<file path="src/rtl/servo_cmd_uart_tx.sv">
// servo_cmd_uart_tx: wraps a BCD servo angle into "#<ID>P<dddd>T<tttt>!" and sends it as 8N1 UART.
// Optional: define SERVO_CMD_CRLF_EN to append CR LF after '!'. DIV = CLK_FREQ/BAUD must be >= 2.
module servo_cmd_uart_tx #(
  parameter int CLK_FREQ     = 50_000_000,
  parameter int BAUD         = 115200,
  parameter int SERVO_ID     = 0,
  parameter int MOVE_TIME_MS = 1000
) (
  input  logic        clk,
  input  logic        rst,
  input  logic [15:0] angle_bcd,
  input  logic        send,
  output logic        tx,
  output logic        busy,
  output logic        done,
  output logic        err
);

  localparam int DIV   = CLK_FREQ / BAUD;
  localparam int CNT_W = $clog2(DIV);

`ifdef SERVO_CMD_CRLF_EN
  localparam int NBYTES = 17;
`else
  localparam int NBYTES = 15;
`endif

  localparam logic [CNT_W-1:0] CNT_LAST  = CNT_W'(DIV - 1);
  localparam logic [4:0]       BYTE_LAST = 5'(NBYTES - 1);

  // Fixed ID and move-time digits are resolved to ASCII at elaboration.
  localparam logic [7:0] ID2 = 8'(48 + (SERVO_ID / 100) % 10);
  localparam logic [7:0] ID1 = 8'(48 + (SERVO_ID / 10) % 10);
  localparam logic [7:0] ID0 = 8'(48 + SERVO_ID % 10);
  localparam logic [7:0] T3  = 8'(48 + (MOVE_TIME_MS / 1000) % 10);
  localparam logic [7:0] T2  = 8'(48 + (MOVE_TIME_MS / 100) % 10);
  localparam logic [7:0] T1  = 8'(48 + (MOVE_TIME_MS / 10) % 10);
  localparam logic [7:0] T0  = 8'(48 + MOVE_TIME_MS % 10);

  typedef enum logic [2:0] {
    S_IDLE,
    S_START,
    S_DATA,
    S_STOP,
    S_DONE
  } state_t;

  state_t           state_q, state_d;
  logic [CNT_W-1:0] cnt_q, cnt_d;
  logic [2:0]       bit_q, bit_d;
  logic [4:0]       byte_q, byte_d;
  logic [15:0]      angle_q;
  logic             tx_q, tx_d;
  logic             busy_q, busy_d;
  logic             done_q, done_d;
  logic             err_q, err_d;
  logic             accept;
  logic             bit_end;
  logic [7:0]       cur_byte;

  function automatic logic bcd_ok(input logic [15:0] v);
    return (v[15:12] <= 4'd9) && (v[11:8] <= 4'd9) &&
           (v[7:4] <= 4'd9) && (v[3:0] <= 4'd9);
  endfunction

  function automatic logic [7:0] digit_char(input logic [3:0] d);
    return {4'h3, d};
  endfunction

  function automatic logic [7:0] frame_byte(input logic [4:0] idx, input logic [15:0] a);
    logic [7:0] b;
    case (idx)
      5'd0:    b = 8'h23;
      5'd1:    b = ID2;
      5'd2:    b = ID1;
      5'd3:    b = ID0;
      5'd4:    b = 8'h50;
      5'd5:    b = digit_char(a[15:12]);
      5'd6:    b = digit_char(a[11:8]);
      5'd7:    b = digit_char(a[7:4]);
      5'd8:    b = digit_char(a[3:0]);
      5'd9:    b = 8'h54;
      5'd10:   b = T3;
      5'd11:   b = T2;
      5'd12:   b = T1;
      5'd13:   b = T0;
      5'd14:   b = 8'h21;
`ifdef SERVO_CMD_CRLF_EN
      5'd15:   b = 8'h0D;
      5'd16:   b = 8'h0A;
`endif
      default: b = 8'hFF;
    endcase
    return b;
  endfunction

  assign bit_end = (cnt_q == CNT_LAST);
  assign accept  = (state_q == S_IDLE) && send && !busy_q;

  always_comb begin
    state_d = state_q;
    cnt_d   = cnt_q;
    bit_d   = bit_q;
    byte_d  = byte_q;
    err_d   = 1'b0;
    case (state_q)
      S_IDLE: begin
        if (accept) begin
          if (bcd_ok(angle_bcd)) begin
            state_d = S_START;
            cnt_d   = '0;
            bit_d   = '0;
            byte_d  = '0;
          end else begin
            err_d = 1'b1;
          end
        end
      end
      S_START: begin
        if (bit_end) begin
          state_d = S_DATA;
          cnt_d   = '0;
          bit_d   = '0;
        end else begin
          cnt_d = cnt_q + 1'b1;
        end
      end
      S_DATA: begin
        if (bit_end) begin
          cnt_d = '0;
          if (bit_q == 3'd7) begin
            state_d = S_STOP;
          end else begin
            bit_d = bit_q + 1'b1;
          end
        end else begin
          cnt_d = cnt_q + 1'b1;
        end
      end
      S_STOP: begin
        if (bit_end) begin
          cnt_d = '0;
          if (byte_q == BYTE_LAST) begin
            state_d = S_DONE;
          end else begin
            byte_d  = byte_q + 1'b1;
            state_d = S_START;
          end
        end else begin
          cnt_d = cnt_q + 1'b1;
        end
      end
      S_DONE:  state_d = S_IDLE;
      default: state_d = S_IDLE;
    endcase

    // Line outputs are decoded from the next state so tx/busy/done come straight off flops.
    cur_byte = frame_byte(byte_d, angle_q);
    case (state_d)
      S_START: tx_d = 1'b0;
      S_DATA:  tx_d = cur_byte[bit_d];
      default: tx_d = 1'b1;
    endcase
    busy_d = (state_d == S_START) || (state_d == S_DATA) || (state_d == S_STOP);
    done_d = (state_d == S_DONE);
  end

  always_ff @(posedge clk) begin
    if (rst) begin
      state_q <= S_IDLE;
      cnt_q   <= '0;
      bit_q   <= '0;
      byte_q  <= '0;
      tx_q    <= 1'b1;
      busy_q  <= 1'b0;
      done_q  <= 1'b0;
      err_q   <= 1'b0;
    end else begin
      state_q <= state_d;
      cnt_q   <= cnt_d;
      bit_q   <= bit_d;
      byte_q  <= byte_d;
      tx_q    <= tx_d;
      busy_q  <= busy_d;
      done_q  <= done_d;
      err_q   <= err_d;
    end
  end

  // Angle holding register is data only; it is first read one bit period after the load.
  always_ff @(posedge clk) begin
    if (accept) begin
      angle_q <= angle_bcd;
    end
  end

  assign tx   = tx_q;
  assign busy = busy_q;
  assign done = done_q;
  assign err  = err_q;

endmodule

</file>
<file path="config.mk">
export PLATFORM = sky130hd
export DESIGN_NAME = servo_cmd_uart_tx
export DESIGN_NICKNAME = d
export VERILOG_FILES = /design/src/rtl/servo_cmd_uart_tx.sv
export SDC_FILE = /design/constraint.sdc
export NUM_CORES = 1
export LEC_CHECK = 0
export CAP_MARGIN = 10
export CORE_MARGIN = 3
export CORE_UTILIZATION = 25
export CTS_BUF_LIST = sky130_fd_sc_hd__clkbuf_8
export CTS_CLUSTER_DIAMETER = 50
export DETAILED_ROUTE_END_ITERATION = 10
export GPL_TIMING_DRIVEN = 0
export PLACE_DENSITY_LB_ADDON = 0.3
export SYNTH_ARGS = -nofsm -noshare
export SYNTH_HDL_FRONTEND = slang
export SYNTH_SLANG_ARGS = --single-unit
</file>
<file path="constraint.sdc">
create_clock -name clk -period 3.4 [get_ports clk]
set_input_delay 0.34 -clock clk [delete_from_list [all_inputs] [get_ports clk]]
set_output_delay 0.34 -clock clk [all_outputs]
set_load 0.01 [all_outputs]
</file>
### Word level (Yosys, flattened, before mapping)

Index checks and enable logic that the tools add are counted.

* bits in writable memories: 0
* latch bits: 0
* ROM bits: 0
* logic and storage cells: 88
* memories kept: 0
* bits in registers: 40

* shift-type cells: 0
* equality and inequality tests: 26
* multiply operators: 0
* mux-type cells: 28
* $lt $le $gt $ge: 5
* bitwise logic cells: 2
* divide/modulo/power cells: 0
* reduce and logical (&&, ||, !) cells: 15
* add/subtract/negate cells: 3

Operators with widths (number)
* one-hot mux 8 bit (10 select lines): 1
* == test 5 x 4 -> 1 bit, second input constant: 8
* two-way mux 3 bit: 12
* two-way mux 9 bit: 3
* == test 5 x 3 -> 1 bit, second input constant: 4
* two-way mux 5 bit: 4
* one-hot mux 9 bit (2 select lines): 1
* <= comparator 4 bit, second input constant: 4
* == test 3 x 2 -> 1 bit, second input constant: 4
* one-hot mux 3 bit (4 select lines): 1
* == test 5 x 2 -> 1 bit, second input constant: 2
* one-hot mux 5 bit (2 select lines): 1
* adder 9 x 1 -> 9 bit, second input constant: 1
* == test 9 bit, second input constant: 1
* one-hot mux 3 bit (3 select lines): 1
* == test 3 x 1 -> 1 bit, second input constant: 2
* == test 3 bit, second input constant: 2
* OR reduction 3 bit: 2
* OR reduction 6 bit: 1
* adder 5 x 1 -> 5 bit, second input constant: 1
* == test 5 x 1 -> 1 bit, second input constant: 1
* logical AND 1 bit: 5
* zero test 5 bit: 1
* < comparator 3 x 4 -> 1 bit, second input constant: 1
* 12 further kinds: 15

### Logic depth before layout (Yosys ltp)

* depth in word-level cells: 13
* depth in mapped cells: 12
* depth with buffers taken out: 10

### Worst setup path after synthesis

No wires, ideal clock.

* path type: register to register
* start: register byte_q[0]
* end: register tx_q, in the netlist tx
* setup slack: 868 ps
* setup time: 127 ps
* data arrival time: 2404 ps
* cell stages (with the launch flop): 12
* cells stage by stage: dfxtp_1 > buf_2 > clkinv_1 > ha_1 > and4b_1 > nor4_4 > a21oi_2 > mux2_1 > o2111ai_1 > a31oi_1 > o2111ai_1 > a31oi_1

* cells in the longest elaborated chain, start to end: 10

Ends and longest elaborated chain
* start: declaration: line 51 `logic [4:0] byte_q, byte_d;`
* start signal: assignment: line 182 `byte_q <= byte_d;`
* adder 5 x 1 -> 5 bit / == test 5 x 4 -> 1 bit (equally long branches): line 146, 143
* two-way mux 5 bit: line 143 `if (byte_q == BYTE_LAST) begin`
* two-way mux 5 bit: line 141 `if (bit_end) begin`
* one-hot mux 5 bit (2 select lines): line 106 `case (state_q)`
* == test 5 x 4 -> 1 bit (tied with other cells): line 72 `case (idx)`
* OR reduction 6 bit (no source line)
* one-hot mux 8 bit (10 select lines): line 72
* binary-select mux 1 bit (select 3 bit): line 161 `S_DATA: tx_d = cur_byte[bit_d];`
* two-way mux 1 bit (not written as such): line 161
* one-hot mux 1 bit (2 select lines) (*): line 159 `case (state_d)`
* end signal: assignment: line 183 `tx_q <= tx_d;`
* end: declaration: line 53 `logic tx_q, tx_d;`

Every way passes the cells marked *; elsewhere a longest branch is shown, timed or not. The select of a mux whose other input is x is not followed.
A chain may end at the register's enable or synchronous reset.

### Worst setup path in the final report

Ends and elaborated chain as after synthesis.

==> impl_metrics.toml <==
[finish]
final_nets = 301
n_antenna_cell = 0
layout_common_cells = "nand2_1 (24), dfxtp_1 (24), nor2_1 (23)"
drive_gt1_share_pct = 13.3
postLayoutCellArea_mm2 = 0.00289
layoutNonFillerInstCount = 407
syn2layout_area_growth_pct = 20.8

[clock_network]
cts_tree = "built"
clockBufferDepth = 2
clk_latency_ps = 300
post_cts_buffers = 0
post_cts_resize_count = 0
postCtsHoldBufs = 0
cts_buffers = 5
h-tree-depth = 2
numClockSinks = 40
clockRootBuffer = "clkbuf_8"
clkSlewWorstSetupHoldPaths_ps = 90

[grt]
grt_max_degree = 20
grt_pass1_vias = 1888
antenna_found_initial = 0
grt_usage_pct = 10.5
grt_remaining_overflow = 0
grt_pass1_wl_um = 9360

[setup_path]
crit_path_start_kind = "flop"
crit_chain = "buf_2, clkinv_1, ha_1, and4b_1, nor4_4, a211oi_1, o221a_2, a221oi_1, o211ai_1, o2111ai_1, a31oi_1"
cp_slowest_cell = "nor4_4"
crit_family = "compound AO/OA/AOI/OAI gates"
arrival_ps = 3330
path_buf_inv = 2
crit_required_ps = 3570
max_stage_delay_ps = 470
worstSetupPathType = "flop to flop"
worst-path-max-fanout = 9
end_kind = "flop"

[floorplan]
dieArea_mm2 = 0.0108
core-area_mm2 = 0.00928
fp.dieH_um = 104
row_count = 35
initial_core_util_pct = 25.8
ios = 23
fp.dieW_um = 104

[place]
hpwl_um = 4400
gp_congestion = 0.895
numPortBuffers = 22
placed_cells = 399
place_area_mm2 = 0.00277

[timing]
setup_viol = 0
fmax_mhz = 317
rsz0062_at_grt = "no"
slew_viol_final = 0
tns_ps = 0
finalCritPeriodShare_pct = 92.9
period_needed_ps = 3160
worst_pin_slew_ps = 602
finalHoldViolCount = 0
fin_worst_skew_ps = 7.91
slew_headroom_pct = 59.9

[logic_synthesis]
synth_cells = 248
synth_ff_type = "dfxtp_1"
synthDistinctLibCells = 63
ys_ff_latch = 40
syn_area_mm2 = 0.00239
avgSynthCellArea_um2 = 9.65
syn_nets = 272
ys_seq_area_share_pct = 40.2
yosysWarnings = 0
synth-edff-count = 16
synthArstFlopShare_pct = 0

[routing]
routed_wirelength_um = 5750
dr_total_vias = 2043
drt_iter0_drc = 121
wl_per_cell_um = 14.1
ant_nets = 0
first_pass_iters = 4
drc = 0
viasPerCell = 5.02

[power_and_ir_drop]
ir_drop_mv = 0.192
power_uw = 1020
power_density_mw_per_mm2 = 352
p_leak_uw = 0.00106

[run]
maxCapViolCount = 0

[status]
run_status = "finished clean"

[min_path]
hold_path.class = "flop to flop"
cells in the mapped netlist (3+ instances only):
library cell | number | share of area, %
dfxtp_1 | 24 | 20
xor2_1 | 5 | 1.8
o2111ai_1 | 3 | 1.1
ha_1 | 5 | 2.6
nand2_1 | 24 | 3.8
a31oi_1 | 4 | 1.0
and3_1 | 5 | 1.3
nand4_1 | 6 | 1.6
and4_1 | 3 | 1.1
nand3_1 | 13 | 2.7
nor4_4 | 4 | 3.6
mux2i_1 | 6 | 2.5
o211ai_1 | 3 | 0.94
nor2_1 | 23 | 3.6
inv_1 | 4 | 0.63
nor3_1 | 9 | 1.9
a21oi_1 | 9 | 1.9
nor2b_1 | 7 | 1.8
buf_2 | 5 | 1.0
or3_1 | 3 | 0.78
a211oi_1 | 3 | 0.94
o21ai_0 | 13 | 2.7
edfxtp_1 | 16 | 20
worst paths after layout:
| check | from | end | slack (ps) | cells past startpoint |
|---|---|---|---|---|
| max reg2reg | byte_q[0] | tx | 240 | 11 |
| min | cnt_q[1] | cnt_q[1] | 550 | 2 |
| min reg2reg | cnt_q[1] | cnt_q[1] | 550 | 2 |
| max | byte_q[0] | tx | 240 | 11 |
kinds of logic after synthesis:
family | share of synthesized area [%]
DFF | 40.2
AOI/OAI and AO/OA | 17.6
adders and majority gates | 2.62
buffers and inverters | 2.30
and+or+nand+nor | 30.5
xor gates and xnor gates | 2.56
muxes | 4.24
layer usage:
| layer | track usage (%) | routed length, um | share of wire (%) |
|---|---|---|---|
| met1 | 14.8 | 2900 | 50 |
| met4 | 3.04 | 75 | 1.3 |
| met3 | 2.31 | 212 | 3.7 |
| met2 | 16.1 | 2560 | 45 |
| met5 | 0 | 0 | 0 |
report_power, final:
part | switching (uW) | internal, uW
sequential | 9.75 | 520
clock | 185 | 221
combinational | 42.5 | 37.0
cell type report:
class                      instances  area, um^2
fill                            1018        6390
clock buffer                       5        68.8
multi-input combinational        195        1380
buffer                             7        32.5
inverter                           6        22.5
timing repair buffer              22         220
sequential                        40         961
tap                              129         161
clock inverter                     3        46.3
stage by stage:
stage	hold slack, ps	setup WS [ps]	util, %
floorplan	412	868	-
global placement	514	276	29.9
detailed placement	527	331	29.9
CTS	550	316	31.1
global route	576	24.2	31.1
finish	546	241	31.1
tightest hold or removal path: stages, from the launching register on:
cell	delay, ps
dfxtp_1	340
nor2_1	110
a211oi_1	50
flip-flops by register name, indices dropped and copies added, names as in the netlist:
signal and count:
busy 1, state_q 3, angle_q 16, cnt_q 9, byte_q 5, err 1
done 1, bit_q 3, tx 1
(Power assumes the default switching activity.)
